$ cat config.mk
export PLATFORM = sky130hd
export DESIGN_NAME = dmem_bridge_flat
export DESIGN_NICKNAME = d
export VERILOG_FILES = /design/src/rtl/dmem_bridge_pkg.sv /design/src/rtl/dmem_bridge_if.sv /design/src/rtl/dmem_bridge_lane_align.sv /design/src/rtl/dmem_bridge.sv /design/src/flat_wrapper.sv
export SDC_FILE = /design/constraint.sdc
export NUM_CORES = 1
export LEC_CHECK = 0
export CAP_MARGIN = 0
export CORE_MARGIN = 2
export CORE_UTILIZATION = 42
export DETAILED_ROUTE_END_ITERATION = 12
export PLACE_DENSITY_LB_ADDON = 0.05
export SKIP_CTS_REPAIR_TIMING = 1
export SLEW_MARGIN = 20
export SYNTH_ARGS = -nofsm -noshare
export SYNTH_HDL_FRONTEND = slang
export SYNTH_SLANG_ARGS = --single-unit
$ cat constraint.sdc
create_clock -name clk -period 3.3 [get_ports clk]
set_clock_uncertainty 0.05 [all_clocks]
set_input_delay 0.66 -clock clk [delete_from_list [all_inputs] [get_ports clk]]
set_output_delay 0.66 -clock clk [all_outputs]
set_load 0.01 [all_outputs]
$ cat src/rtl/dmem_bridge_pkg.sv
// Shared definitions for the data-memory bridge: access-size encodings,
// FSM state codes, the latched bus request and the request legality check.
package dmem_bridge_pkg;

   // Access size encodings as presented by the core
   localparam logic [1:0] SZ_B = 2'b00;
   localparam logic [1:0] SZ_H = 2'b01;
   localparam logic [1:0] SZ_W = 2'b10;

   // Bridge FSM state codes
   localparam logic [1:0] ST_IDLE = 2'd0;
   localparam logic [1:0] ST_REQ  = 2'd1;
   localparam logic [1:0] ST_WAIT = 2'd2;
   localparam logic [1:0] ST_DONE = 2'd3;

   // Bus request captured when a legal access leaves IDLE
   typedef struct packed {
      logic [31:0] addr;
      logic [3:0]  be;
      logic [31:0] wdata;
      logic        we;
      logic [1:0]  off;
   } bus_req_t;

   // A request is legal when it is naturally aligned for its size, uses a
   // defined size code and does not ask for a load and a store at once.
   function automatic logic req_legal(input logic       rd,
                                      input logic       wr,
                                      input logic [1:0] size,
                                      input logic [1:0] off);
      logic aligned;
      case (size)
         SZ_B:    aligned = 1'b1;
         SZ_H:    aligned = ~off[0];
         SZ_W:    aligned = (off == 2'b00);
         default: aligned = 1'b0;
      endcase
      return aligned & ~(rd & wr);
   endfunction

endpackage

$ cat src/rtl/dmem_bridge_if.sv
// Handshaked memory port: one request channel (valid/ready) carrying address,
// byte enables and write data, plus a read-return channel (rvalid/rdata).
interface dmem_bridge_if;

   logic        valid;
   logic        ready;
   logic        we;
   logic [31:0] addr;
   logic [3:0]  be;
   logic [31:0] wdata;
   logic        rvalid;
   logic [31:0] rdata;

   // The bridge issues requests
   modport master (
      output valid,
      output we,
      output addr,
      output be,
      output wdata,
      input  ready,
      input  rvalid,
      input  rdata
   );

   // The memory accepts requests and returns read data
   modport slave (
      input  valid,
      input  we,
      input  addr,
      input  be,
      input  wdata,
      output ready,
      output rvalid,
      output rdata
   );

endinterface

$ cat src/rtl/dmem_bridge_lane_align.sv
// Byte-lane steering between the core and a 32-bit word-addressed memory.
// Store side: size + address offset -> byte enables and lane-shifted data.
// Load side: returned word shifted down so the addressed byte/half sits at
// bit 0; sign/zero extension is left to the core's load_extend stage.
module dmem_bridge_lane_align
   import dmem_bridge_pkg::*;
(
   input  logic [1:0]  size,
   input  logic [1:0]  req_off,
   input  logic [31:0] wdata,
   output logic [3:0]  be,
   output logic [31:0] wdata_lane,
   input  logic [1:0]  rd_off,
   input  logic [31:0] rdata,
   output logic [31:0] rdata_aligned
);

   genvar gi;
   generate
      for (gi = 0; gi < 4; gi++) begin : g_lane
         logic [2:0] wr_src;
         logic [2:0] rd_src;
         logic       hit_lo;
         logic       hit_hi;

         // Source byte index for this lane; bit 2 flags "outside the word"
         assign wr_src = 3'(gi) - {1'b0, req_off};
         assign rd_src = 3'(gi) + {1'b0, rd_off};

         // Lane is the first or second byte of the access
         assign hit_lo = (2'(gi) == req_off);
         assign hit_hi = (3'(gi) == ({1'b0, req_off} + 3'd1));

         assign be[gi] = (size == SZ_W)
                       | ((size == SZ_B) & hit_lo)
                       | ((size == SZ_H) & (hit_lo | hit_hi));

         assign wdata_lane[8*gi +: 8] =
            wr_src[2] ? 8'h00 : wdata[{wr_src[1:0], 3'b000} +: 8];

         assign rdata_aligned[8*gi +: 8] =
            rd_src[2] ? 8'h00 : rdata[{rd_src[1:0], 3'b000} +: 8];
      end
   endgenerate

endmodule

$ cat src/rtl/dmem_bridge.sv
// Data-memory bridge between a single-cycle core and a valid/ready memory
// port. Legal loads/stores are latched and issued on the bus while the core
// is stalled; the stall drops for one DONE cycle in which the core retires.
// Illegal requests never reach the bus and produce a one-cycle cpu_err.
// Accesses that sit in REQ/WAIT for TIMEOUT cycles are aborted with cpu_err.
module dmem_bridge
   import dmem_bridge_pkg::*;
#(
   parameter int TIMEOUT = 255
) (
   input  logic          clk,
   input  logic          reset,
   input  logic          cpu_rd,
   input  logic          cpu_wr,
   input  logic [31:0]   cpu_addr,
   input  logic [31:0]   cpu_wdata,
   input  logic [1:0]    cpu_size,
   output logic          cpu_stall,
   output logic [31:0]   cpu_rdata,
   output logic          cpu_err,
   dmem_bridge_if.master mem
);

   localparam int               CNT_W   = (TIMEOUT < 1) ? 1 : $clog2(TIMEOUT + 1);
   localparam logic [CNT_W-1:0] CNT_MAX = CNT_W'(TIMEOUT);

   logic [1:0]       state_reg;
   logic [1:0]       state_next;
   logic [CNT_W-1:0] cnt_reg;
   logic [CNT_W-1:0] cnt_next;
   logic             err_reg;
   logic             err_next;
   logic [31:0]      rdata_reg;
   logic [31:0]      rdata_next;
   bus_req_t         req_reg;
   logic             load_req;

   logic             req_any;
   logic             legal;
   logic             in_access;
   logic             timed_out;
   logic [3:0]       lane_be;
   logic [31:0]      lane_wdata;
   logic [31:0]      lane_rdata;

   assign req_any   = cpu_rd | cpu_wr;
   assign legal     = req_legal(cpu_rd, cpu_wr, cpu_size, cpu_addr[1:0]);
   assign in_access = (state_reg == ST_REQ) || (state_reg == ST_WAIT);
   assign timed_out = in_access && (cnt_reg == CNT_MAX);

   // Store lanes come from the live request (latched on accept); load data is
   // aligned with the offset latched alongside the request.
   dmem_bridge_lane_align u_lane_align (
      .size          (cpu_size),
      .req_off       (cpu_addr[1:0]),
      .wdata         (cpu_wdata),
      .be            (lane_be),
      .wdata_lane    (lane_wdata),
      .rd_off        (req_reg.off),
      .rdata         (mem.rdata),
      .rdata_aligned (lane_rdata)
   );

   // Next-state, read capture and timeout decisions for the access FSM
   always_comb begin
      state_next = state_reg;
      cnt_next   = '0;
      err_next   = 1'b0;
      rdata_next = rdata_reg;
      load_req   = 1'b0;
      case (state_reg)
         ST_IDLE: begin
            if (req_any) begin
               if (legal) begin
                  load_req   = 1'b1;
                  state_next = ST_REQ;
               end else begin
                  err_next = 1'b1;
               end
            end
         end
         ST_REQ: begin
            if (timed_out) begin
               err_next   = 1'b1;
               rdata_next = '0;
               state_next = ST_DONE;
            end else if (mem.ready) begin
               if (req_reg.we) begin
                  state_next = ST_DONE;
               end else if (mem.rvalid) begin
                  rdata_next = lane_rdata;
                  state_next = ST_DONE;
               end else begin
                  cnt_next   = cnt_reg + CNT_W'(1);
                  state_next = ST_WAIT;
               end
            end else begin
               cnt_next = cnt_reg + CNT_W'(1);
            end
         end
         ST_WAIT: begin
            if (timed_out) begin
               err_next   = 1'b1;
               rdata_next = '0;
               state_next = ST_DONE;
            end else if (mem.rvalid) begin
               rdata_next = lane_rdata;
               state_next = ST_DONE;
            end else begin
               cnt_next = cnt_reg + CNT_W'(1);
            end
         end
         ST_DONE: begin
            state_next = ST_IDLE;
         end
         default: begin
            state_next = ST_IDLE;
         end
      endcase
   end

   // Core stall: combinational in IDLE so a legal request freezes the core in
   // the cycle it is presented; released only in DONE.
   always_comb begin
      cpu_stall = 1'b0;
      case (state_reg)
         ST_IDLE:         cpu_stall = req_any & legal;
         ST_REQ, ST_WAIT: cpu_stall = 1'b1;
         default:         cpu_stall = 1'b0;
      endcase
   end

   // State, counter, response and latched-request registers
   always_ff @(posedge clk) begin
      if (reset) begin
         state_reg <= ST_IDLE;
         cnt_reg   <= '0;
         err_reg   <= 1'b0;
         rdata_reg <= '0;
         req_reg   <= '0;
      end else begin
         state_reg <= state_next;
         cnt_reg   <= cnt_next;
         err_reg   <= err_next;
         rdata_reg <= rdata_next;
         if (load_req) begin
            req_reg.addr  <= {cpu_addr[31:2], 2'b00};
            req_reg.be    <= lane_be;
            req_reg.wdata <= lane_wdata;
            req_reg.we    <= cpu_wr;
            req_reg.off   <= cpu_addr[1:0];
         end
      end
   end

   // The abort cycle withdraws the request so a late ready cannot be taken
   assign mem.valid = (state_reg == ST_REQ) && !timed_out;
   assign mem.we    = req_reg.we;
   assign mem.addr  = req_reg.addr;
   assign mem.be    = req_reg.be;
   assign mem.wdata = req_reg.wdata;

   assign cpu_rdata = rdata_reg;
   assign cpu_err   = err_reg;

endmodule

$ cat src/flat_wrapper.sv
// flat-port wrapper written by rule: the top's interface ports become plain ports
module dmem_bridge_flat import dmem_bridge_pkg::*;
#(
   parameter int TIMEOUT = 255
)
  (clk, reset, cpu_rd, cpu_wr, cpu_addr, cpu_wdata, cpu_size, cpu_stall, cpu_rdata, cpu_err, mem_valid, mem_we, mem_addr, mem_be, mem_wdata, mem_ready, mem_rvalid, mem_rdata);
  dmem_bridge_if mem_i ();
  input  logic clk;
  input  logic reset;
  input  logic cpu_rd;
  input  logic cpu_wr;
  input  logic [31:0] cpu_addr;
  input  logic [31:0] cpu_wdata;
  input  logic [1:0] cpu_size;
  output logic cpu_stall;
  output logic [31:0] cpu_rdata;
  output logic cpu_err;
  output wire logic [$bits(mem_i.valid)-1:0] mem_valid;
  output wire logic [$bits(mem_i.we)-1:0] mem_we;
  output wire logic [$bits(mem_i.addr)-1:0] mem_addr;
  output wire logic [$bits(mem_i.be)-1:0] mem_be;
  output wire logic [$bits(mem_i.wdata)-1:0] mem_wdata;
  input wire logic [$bits(mem_i.ready)-1:0] mem_ready;
  input wire logic [$bits(mem_i.rvalid)-1:0] mem_rvalid;
  input wire logic [$bits(mem_i.rdata)-1:0] mem_rdata;
  assign mem_valid = mem_i.valid;
  assign mem_we = mem_i.we;
  assign mem_addr = mem_i.addr;
  assign mem_be = mem_i.be;
  assign mem_wdata = mem_i.wdata;
  assign mem_i.ready = mem_ready;
  assign mem_i.rvalid = mem_rvalid;
  assign mem_i.rdata = mem_rdata;
  dmem_bridge #(.TIMEOUT(TIMEOUT)) u_core (.clk(clk), .reset(reset), .cpu_rd(cpu_rd), .cpu_wr(cpu_wr), .cpu_addr(cpu_addr), .cpu_wdata(cpu_wdata), .cpu_size(cpu_size), .cpu_stall(cpu_stall), .cpu_rdata(cpu_rdata), .cpu_err(cpu_err), .mem(mem_i));
endmodule
==> qor.csv <==
metric,value,unit
critical_path.endpoint_type,output port,
rows,44,
postPlaceCellArea,7909,um2
max_freq,0.3260,GHz
wl_per_cell,16.94,um
port_buffers,205,
hpwl,12.45,mm
grt_setup_unrepaired,false,
reg2reg_slack,0.99,ns
synthToLayoutAreaGrowth,32.47,%
power_leakage,2.862,nW
arrival,2.36,ns
crit_path_start_kind,flop,
regArea,2243,um2
design_area,8214,um2
diodes,0,
yosys_warnings,0,
syn_area,6201,um2
vias,5429,
period_share,92.94,%
hold_violations,0,
synth_area_leaders,"dfxtp_1, mux4_2, buf_4, nand2_1, a21oi_1",
slowest_delay,0.49,ns
fin_crit,3.067,ns
crit_type,reg2out,
io_pins,208,
cts.clk_slew.worst_paths,0.07,ns
multi_input_area,3203,um2
powerDensity,443.5,nW/um2
insertion_delay,0.36,ns
drv_cap,0,
layout_commonest_cell,clkdlybuf4s50_1,
synth_top_area_cell,dfxtp_1,
setup_tns,0,ns
outcome,finished clean,
nFillCells,1324,
min_path_type,reg2reg,
tightest_slew,0.6629,ns
r2r_start,u_core.state_reg[0],
die_h,125.5,um
dr.pass1.iters,4,
path_cells,"inv_1, ha_1, nand4_1, or2_2, and2_1, clkdlybuf4s50_1",
critPathLaunch,u_core.state_reg[0],
cts_sinks,112,
syn_area_per_cell,8.734,um2
fin_nets,943,
synth_cells,710,
root_buffer,clkbuf_16,
critPathSlowestCell,clkdlybuf4s50_1,
routed_via_density,5.354,
peakVddDrop,323.8,uV
drc,0,
cts_tree,yes,
drive_above_1_share,9.398,%
antenna_left,0,
yosys.area.top_type_share,36.16,%
drt_iter0_drc,356,
reg2reg_depth,7,
path_max_fanout,6,
cts_max_level,3,
setup_violations,0,
die_w,125.5,um
slew_violations,0,
pre_cts_slack,0.06199,ns
gp_congestion,0.8822,
maxSlewHeadroom,55.81,%
clk_path_buf_depth,2,
setup_ws,0.2329,ns
first_global_vias,5392,
grt_max_degree,65,
synth_cell_type_count,43,
grt.overflow.total,0,
grtUsageTotal,21.40,%
totalWireLength,17.17,mm
ys_seq_area_share,36.16,%
final_cell_mix,"clkdlybuf4s50_1, nand2_1, dfxtp_1",
cts_buffers,9,
core_area,14480,um2
r2r_end,u_core.cpu_rdata[21],
dieArea,15750,um2
antenna_found_initial,0,
ys_ff_latch,112,
critPathRequiredTime,2.59,ns
post-route-util,56.73,%
start_util,42.83,%
critPathCapture,mem_valid,
grt_pass1_wl,27.39,mm
through the flow:
stage | hold slack, ns | instances | power (mW)
after global routing | 0.4257 | 1014 | 3.821
after CTS | 0.4046 | 1014 | 3.685
after global placement | 0.3912 | 998 | 2.525
after detailed placement | 0.3944 | 998 | 2.537
final | 0.4006 | 1014 | 3.643
after floorplan | 0.3822 | 711 | 2.130
routing by layer:
metal / part of all wire, % / up-vias / global-route usage (%) / routed length [um]
li1: - / 2646 / - / -
met1: 42 / 2587 / 26.55 / 7263
met2: 49 / 178 / 36.95 / 8439
met3: 6.8 / 18 / 4.365 / 1165
met4: 1.8 / 0 / 7.516 / 306
met5: 0 / - / 0 / 0
layout make-up:
type / count / share of cell area [%]
Clock inverter: 6 / 0.8987
Timing Repair Buffer: 225 / 26.75
Sequential cell: 112 / 27.31
Tap cell: 184 / 2.803
Multi-Input combinational cell: 467 / 38.99
Clock buffer: 10 / 2.788
Inverter: 10 / 0.4570
cell usage after synthesis:
library cell	count
a211o_1	1
a211oi_1	2
a21o_1	3
a21oi_1	94
a221oi_1	1
a22oi_1	1
and2_1	1
and3_1	1
and4_1	1
buf_1	3
buf_2	16
buf_4	70
clkbuf_1	32
clkbuf_2	1
clkinv_1	1
conb_1	1
dfxtp_1	112
ha_1	14
inv_1	9
mux2_2	3
mux2i_1	30
mux4_2	32
nand2_1	133
nand2b_1	3
nand3_1	43
nand3b_1	9
nand4_1	19
nand4b_1	8
nor2_1	17
nor2b_1	5
nor3_1	8
nor4_1	1
o211ai_1	3
o21a_1	2
o21ai_0	5
o22ai_1	1
o2bb2ai_1	8
o311ai_0	1
or2_2	1
or3_1	6
or4_1	1
xnor2_1	2
xor2_1	5
how the worst min path moves through the flow:
stage                         startpoint                    to  slack, ns  depth (start not counted)
floorplan            u_core.mem.wdata[8]   u_core.mem.wdata[8]       0.38                          2
global placement     u_core.mem.addr[30]   u_core.mem.addr[30]       0.39                          2
detailed placement  u_core.mem.wdata[14]  u_core.mem.wdata[14]       0.39                          2
CTS                 u_core.mem.wdata[14]  u_core.mem.wdata[14]       0.40                          2
global route         u_core.mem.wdata[1]   u_core.mem.wdata[1]       0.43                          2
finish              u_core.mem.wdata[14]  u_core.mem.wdata[14]       0.40                          2
kinds of logic (layout without fill, tap and decap cells):
group | Yosys count | count (layout) | synth area share, %
AOI/OAI and AO/OA | 122 | 122 | 10.98
xor gates and xnor gates | 7 | 7 | 0.9887
adders and majority gates | 14 | 14 | 2.825
buffers and inverters | 132 | 251 | 12.57
DFF | 112 | 112 | 36.16
muxes | 65 | 65 | 17.01
other | 1 | 2 | 0.06047
and+or+nand+nor | 257 | 257 | 19.41
critical path, delay by kind of cell (launching register included):
kind / cells / cell delay, ns
buffers and inverters: 2 / 0.59
flip-flops: 1 / 0.43
adder cells (fa/ha/maj): 1 / 0.36
AND/OR/NAND/NOR: 3 / 0.62
where the power goes:
group          switching (mW)  leakage, nW  internal [mW]  total, mW
registers              0.0550        0.910           1.45       1.51
logic                   0.485         1.81          0.514      0.999
clock network           0.537        0.142          0.601       1.14
(Power assumes the default switching activity.)
